### config.mk
export PLATFORM = sky130hd
export DESIGN_NAME = bram_port_arbiter
export DESIGN_NICKNAME = d
export VERILOG_FILES = /design/src/rtl/bram_arb_pkg.sv /design/src/rtl/bram_rsp_tag_pipe.sv /design/src/rtl/bram_port_arbiter.sv
export SDC_FILE = /design/constraint.sdc
export NUM_CORES = 1
export LEC_CHECK = 0
export ABC_AREA = 1
export BUFFER_PORTS_ARGS = -buffer_cell sky130_fd_sc_hd__buf_2
export CAP_MARGIN = 20
export CORE_AREA = 2 2 39 41
export CTS_CLUSTER_DIAMETER = 80
export DETAILED_ROUTE_END_ITERATION = 7
export DIE_AREA = 0 0 41 43
export MAX_ROUTING_LAYER = met4
export PLACE_DENSITY_LB_ADDON = 0.1
export SLEW_MARGIN = 20
export SYNTH_ARGS = -nofsm -noshare
export SYNTH_HDL_FRONTEND = slang
export SYNTH_SLANG_ARGS = --single-unit
### constraint.sdc
create_clock -name CLK -period 1 [get_ports CLK]
set_input_delay 0 -clock CLK [delete_from_list [all_inputs] [get_ports CLK]]
set_output_delay 0 -clock CLK [all_outputs]
set_load 0.02 [all_outputs]
### src/rtl/bram_arb_pkg.sv
// Shared types and helpers for the BRAM port arbiter.
// Tag bundle carried alongside each read until its data returns.
package bram_arb_pkg;

   typedef logic req_id_t;

   typedef struct packed {
      logic    valid;
      req_id_t id;
   } tag_t;

   function automatic int rd_latency(input int pipelined);
      return 1 + pipelined;
   endfunction

endpackage

### src/rtl/bram_rsp_tag_pipe.sv
// Read-tag delay line matching BRAM latency.
// Last stage is decoded into per-requester response strobes.
module bram_rsp_tag_pipe
   import bram_arb_pkg::*;
#(
   parameter int DEPTH = 1
) (
   input  logic CLK,
   input  logic RST,
   input  tag_t TAG_IN,
   output logic RSP0_VALID,
   output logic RSP1_VALID
);

   tag_t stage [DEPTH];

   // Shift tags one stage per cycle; reset drops everything in flight.
   always_ff @(posedge CLK) begin
      if (RST) begin
         for (int i = 0; i < DEPTH; i++)
            stage[i] <= '0;
      end else begin
         stage[0] <= TAG_IN;
         for (int i = 1; i < DEPTH; i++)
            stage[i] <= stage[i-1];
      end
   end

   assign RSP0_VALID = stage[DEPTH-1].valid
                     && (stage[DEPTH-1].id == 1'b0);
   assign RSP1_VALID = stage[DEPTH-1].valid
                     && (stage[DEPTH-1].id == 1'b1);

endmodule

### src/rtl/bram_port_arbiter.sv
// Round-robin sharing of one BRAM port between two requesters.
// Read data is routed back using a tag pipe matched to BRAM latency.
module bram_port_arbiter
   import bram_arb_pkg::*;
#(
   parameter int ADDR_WIDTH = 1,
   parameter int DATA_WIDTH = 1,
   parameter int PIPELINED  = 0
) (
   input  logic                  CLK,
   input  logic                  RST,
   input  logic                  REQ0_VALID,
   output logic                  REQ0_READY,
   input  logic                  REQ0_WE,
   input  logic [ADDR_WIDTH-1:0] REQ0_ADDR,
   input  logic [DATA_WIDTH-1:0] REQ0_DATA,
   input  logic                  REQ1_VALID,
   output logic                  REQ1_READY,
   input  logic                  REQ1_WE,
   input  logic [ADDR_WIDTH-1:0] REQ1_ADDR,
   input  logic [DATA_WIDTH-1:0] REQ1_DATA,
   output logic                  RSP0_VALID,
   output logic [DATA_WIDTH-1:0] RSP0_DATA,
   output logic                  RSP1_VALID,
   output logic [DATA_WIDTH-1:0] RSP1_DATA,
   output logic                  BRAM_EN,
   output logic                  BRAM_WE,
   output logic [ADDR_WIDTH-1:0] BRAM_ADDR,
   output logic [DATA_WIDTH-1:0] BRAM_DI,
   input  logic [DATA_WIDTH-1:0] BRAM_DO
);

   localparam int L = rd_latency(PIPELINED);

   req_id_t last;
   req_id_t win;
   logic    gnt0;
   logic    gnt1;
   tag_t    tag_in;
   logic    pipe_rsp0;
   logic    pipe_rsp1;

   assign gnt0 = !RST && REQ0_VALID
              && (!REQ1_VALID || (last == 1'b1));
   assign gnt1 = !RST && REQ1_VALID
              && (!REQ0_VALID || (last == 1'b0));

   assign REQ0_READY = gnt0;
   assign REQ1_READY = gnt1;

   // Remember the latest winner so contention alternates.
   always_ff @(posedge CLK) begin
      if (RST)
         last <= 1'b1;
      else if (gnt0 || gnt1)
         last <= win;
   end

   // Steer the winning request onto the BRAM pins; idle pins are zero.
   always_comb begin
      BRAM_EN   = 1'b0;
      BRAM_WE   = 1'b0;
      BRAM_ADDR = '0;
      BRAM_DI   = '0;
      win       = last;
      unique case (1'b1)
         gnt0: begin
            BRAM_EN   = 1'b1;
            BRAM_WE   = REQ0_WE;
            BRAM_ADDR = REQ0_ADDR;
            BRAM_DI   = REQ0_DATA;
            win       = 1'b0;
         end
         gnt1: begin
            BRAM_EN   = 1'b1;
            BRAM_WE   = REQ1_WE;
            BRAM_ADDR = REQ1_ADDR;
            BRAM_DI   = REQ1_DATA;
            win       = 1'b1;
         end
         default: ;
      endcase
   end

   assign tag_in = '{valid: BRAM_EN && !BRAM_WE, id: win};

   bram_rsp_tag_pipe #(
      .DEPTH (L)
   ) u_tag_pipe (
      .CLK        (CLK),
      .RST        (RST),
      .TAG_IN     (tag_in),
      .RSP0_VALID (pipe_rsp0),
      .RSP1_VALID (pipe_rsp1)
   );

   assign RSP0_VALID = pipe_rsp0 && !RST;
   assign RSP1_VALID = pipe_rsp1 && !RST;
   assign RSP0_DATA  = BRAM_DO;
   assign RSP1_DATA  = BRAM_DO;

endmodule

==> metrics.log <==
INFO  metric run_status = complete, but fails checks
INFO  metric violations = negative setup slack
INFO  metric power_leakage = 0.210 nW
INFO  metric routed-wl-met3 = 40 um
INFO  metric worst-slew-pin-transition = 0.228 ns
INFO  metric placement.cell_area = 293 sq um
INFO  metric yosysTopAreaCell = sky130_fd_sc_hd__dfxtp_1
INFO  metric proportion_of_layout_cells_with_a_drive_suffix_above_1 = 0.618
INFO  metric post-route-util = 0.269
INFO  metric crit_type = reg2out
INFO  metric post-synth-top-area-fraction = 0.296
INFO  metric worst_reg2reg_setup_slack = 0.15 ns
INFO  metric met2RoutedLength = 307 um
INFO  metric cts_inserted_buffers = 3
INFO  metric number_of_drc_markers_in_iteration_0 = 2
INFO  metric grt_setup_unrepaired = true
INFO  metric synth_mux_area_frac = 0
INFO  metric dominant_combinational_cell_family_by_area_after_synthesis = simple AND/OR/NAND/NOR gates
INFO  metric critical_path_buf_inv_count = 2
INFO  metric placement.io_buffers = 17
INFO  metric max_capacitance_violation_count = 0
INFO  metric synth-compound-area-share = 0.0926
INFO  metric initial_antenna_violation_count = 0
INFO  metric remaining_routing_drc_violations = 0
INFO  metric grt_use_total = 0.0770
INFO  metric cp_max_fo = 3
INFO  metric final.setup.worst_slack = -0.0462 ns
INFO  metric final_antenna_net_count = 0
INFO  metric timing.critical_path.slowest_cell_delay = 0.34 ns
INFO  metric final_net_count = 67
INFO  metric clock_path_buffers = 2
INFO  metric worst-endpoint-required = 1.00 ns
INFO  metric synth.ff_latch_count = 3
INFO  metric cts_tree = yes
INFO  metric ff2ff_path_depth = 5
INFO  metric grt_first_pass_wirelength = 855 um
INFO  metric sw_frac_of_total = 0.289
INFO  metric gp_routability_congestion = 0.564
INFO  metric post-route-cell-area = 372 sq um
INFO  metric critical-path-top-cell-by-count = sky130_fd_sc_hd__nand2_2
INFO  metric setup.worst_path.end_class = primary output
INFO  metric min_path_type = in2out
INFO  metric routed_len_inst = 8.20 um
INFO  metric yosysWarningCount = 0
INFO  metric clkLatencyLatePin = 0.23 ns
INFO  metric share_of_power_burned_in_registers = 0.287
INFO  metric cp_num_cells = 6
INFO  metric dr_total_vias = 269
INFO  metric yosys.area_share.adder = 0
INFO  metric total_power = 478 uW
INFO  metric crit_path_start_kind = flip-flop
INFO  metric hold_depth = 0
INFO  metric grt_overflow = 0
INFO  metric slew_hr = 0.846
INFO  metric timing.final.crit_period = 1.05 ns
INFO  metric syn2layout_area_growth = 83.3%
INFO  metric hp-start = BRAM_DO
INFO  metric post_drt_via_cell_ratio = 3.79
INFO  metric switchingPower = 138 uW
INFO  metric critical_path.slowest_cell = sky130_fd_sc_hd__dfxtp_2
INFO  metric yosysSeqAreaShare = 0.296
INFO  metric slew_violations = 0
INFO  metric core_area = 1380 sq um
INFO  metric ctsHtreeMaxLevel = 1
INFO  metric rows = 14
INFO  metric worst_path_dominant_cell_family = flip-flops
INFO  metric grt_max_degree = 6
INFO  metric final-hold-violation-count = 0
INFO  metric reg2reg_to = u_tag_pipe.stage[0][0]$_SDFF_PP0_
INFO  metric worstHoldEndpoint = RSP1_DATA
INFO  metric dp_slack = 0.104 ns
INFO  metric total_setup_violations_reported_at_the_end_of_the_flow = 2
INFO  metric worst_r2r_startpoint = last$_SDFFE_PP1P_
INFO  metric layout_worst_path_cycle_share = 1.05
INFO  metric timing.hold.ws = 0.0000526 ns
INFO  metric clockRootBuffer = sky130_fd_sc_hd__clkbuf_4
INFO  metric timing.fmax = 0.956 GHz
INFO  metric finalClockSkew = 0.00125 ns
INFO  metric fp.dieW = 41 um
INFO  metric io_pins = 21
INFO  metric clk_pin_slew_worst_setup_hold_paths = 0.04 ns
INFO  metric timing.critical_path.arrival = 1.05 ns
INFO  metric synth.avg_cell_area = 5.96 sq um
INFO  metric grt_pass1_vias = 252
INFO  metric synthTopCellsByArea = sky130_fd_sc_hd__dfxtp_1 30%, sky130_fd_sc_hd__nand2_1 24%, sky130_fd_sc_hd__buf_4 7.4%
INFO  metric hpwlAfterDp = 465 um
INFO  metric post_synth_inst_count = 34
INFO  metric initial_cell_density_of_the_core = 0.146
INFO  metric postRouteWirelength = 582 um
INFO  metric internal-power = 340 uW
INFO  metric worst_ir_drop_vdd = 0.359 mV
INFO  metric mappedNetlistArea = 203 sq um
INFO  metric power.density_cell_area = 1290 nW/um^2
INFO  metric topRoutingLayerUsed = met3
INFO  metric floorplan.die_area = 1760 sq um
INFO  metric post_synth_and_or_nand_nor_area_fraction = 0.444
INFO  metric power_share_of_the_combinational_group = 0.276
INFO  metric firstDrtPassIters = 4
INFO  metric post_synth_net_total = 45
INFO  metric yosysUniqueCellTypes = 12
INFO  metric diodes = 0
INFO  metric wire_length_on_met1 = 234 um
INFO  metric crit_path_cell_trace = inv_2, nand2_2, and2_4, nand2_2, nand2_2, buf_6
INFO  metric post_synth_xor_area_fraction = 0
INFO  metric clkPwrFrac = 0.437
INFO  metric die_h = 43 um
INFO  metric cts.sinks = 3
## worst reg2reg max path, delay by kind of cell (launching register included)
kind | cells | cell delay, ns
AOI/OAI and AO/OA | 1 | 0.13
buffers and inverters | 3 | 0.23
and+or+nand+nor | 1 | 0.08
DFF | 1 | 0.34
## cell families after synthesis
group | after synthesis
AO/OA/AOI/OAI | 3
buffers and inverters | 7
flip-flops | 3
AND/OR/NAND/NOR | 21
## cells in the mapped netlist
cell,n
sky130_fd_sc_hd__nand4_1,1
sky130_fd_sc_hd__nand3_1,1
sky130_fd_sc_hd__o21ai_0,2
sky130_fd_sc_hd__buf_4,2
sky130_fd_sc_hd__nor2_1,4
sky130_fd_sc_hd__nand2_1,13
sky130_fd_sc_hd__inv_2,2
sky130_fd_sc_hd__nor2_2,1
sky130_fd_sc_hd__inv_1,3
sky130_fd_sc_hd__dfxtp_1,3
sky130_fd_sc_hd__a21oi_2,1
sky130_fd_sc_hd__and2_4,1
## state kept, by name, indices dropped and copies added, names as in the netlist
| name | flops |
|---|---|
| u_tag_pipe.stage | 2 |
| last | 1 |
## layout by cell type, fill, tap and decap left out
cell type	netlist	layout
sky130_fd_sc_hd__a21oi_2	1	1
sky130_fd_sc_hd__nand4_1	1	1
sky130_fd_sc_hd__o21ai_0	2	2
sky130_fd_sc_hd__nand2_2	0	6
sky130_fd_sc_hd__buf_4	2	1
sky130_fd_sc_hd__nand3_1	1	1
sky130_fd_sc_hd__nor2_2	1	1
sky130_fd_sc_hd__and2_4	1	1
sky130_fd_sc_hd__nand2_1	13	7
sky130_fd_sc_hd__dfxtp_1	3	2
sky130_fd_sc_hd__dfxtp_2	0	1
sky130_fd_sc_hd__inv_2	2	3
sky130_fd_sc_hd__nor2_1	4	4
sky130_fd_sc_hd__dlygate4sd3_1	0	1
sky130_fd_sc_hd__clkbuf_4	0	3
sky130_fd_sc_hd__buf_6	0	3
sky130_fd_sc_hd__buf_2	0	14
sky130_fd_sc_hd__clkbuf_1	0	1
sky130_fd_sc_hd__inv_1	3	2
## how the worst max path moves through the flow
stage | from | to | slack [ns]
floorplan | last$_SDFFE_PP1P_ | u_tag_pipe.stage[0][1]$_SDFF_PP0_ | 0.12
global placement | last$_SDFFE_PP1P_ | BRAM_DI | 0.12
detailed placement | last$_SDFFE_PP1P_ | BRAM_ADDR | 0.10
CTS | last$_SDFFE_PP1P_ | BRAM_ADDR | -0.07
global route | last$_SDFFE_PP1P_ | BRAM_DI | -0.11
finish | last$_SDFFE_PP1P_ | BRAM_DI | -0.05
## power by group through the flow
stage	sequential, mW	clock, mW	combinational [mW]
floorplan	0.136	0	0.0734
global placement	0.138	0	0.109
detailed placement	0.138	0	0.108
CTS	0.137	0.224	0.125
global route	0.139	0.230	0.145
finish	0.137	0.209	0.132
## layer usage
layer  global-route usage  vias up
met4               0.0800        0
met1               0.0767      120
met2                0.113        7
met5                    -        -
li1                     -      142
met3               0.0157        0
## layout make-up
type / instances / area (sq um)
Fill cell: 165 / 1010
Multi-Input combinational cell: 24 / 124
Timing Repair Buffer: 19 / 121
Sequential cell: 3 / 61.3
Clock buffer: 4 / 26.3
Tap cell: 16 / 20.0
Inverter: 5 / 18.8
## metrics by stage
step,instances,TNS (ns)
2_1_floorplan,34,0
3_3_place_gp,65,0
3_5_place_dp,65,0
4_1_cts,70,-0.122
5_1_grt,71,-0.283
6_report,71,-0.0879
## timing repair
action / 4_1_cts / 5_1_grt
endpoints found under the hold margin: 1 / 0
setup endpoints to repair: 4 / 4
buffers inserted: 0 / 1
hold buffers: 1 / 0
pin swaps: 2 / 3
resized for setup: 10 / 4
(Power assumes the default switching activity.)
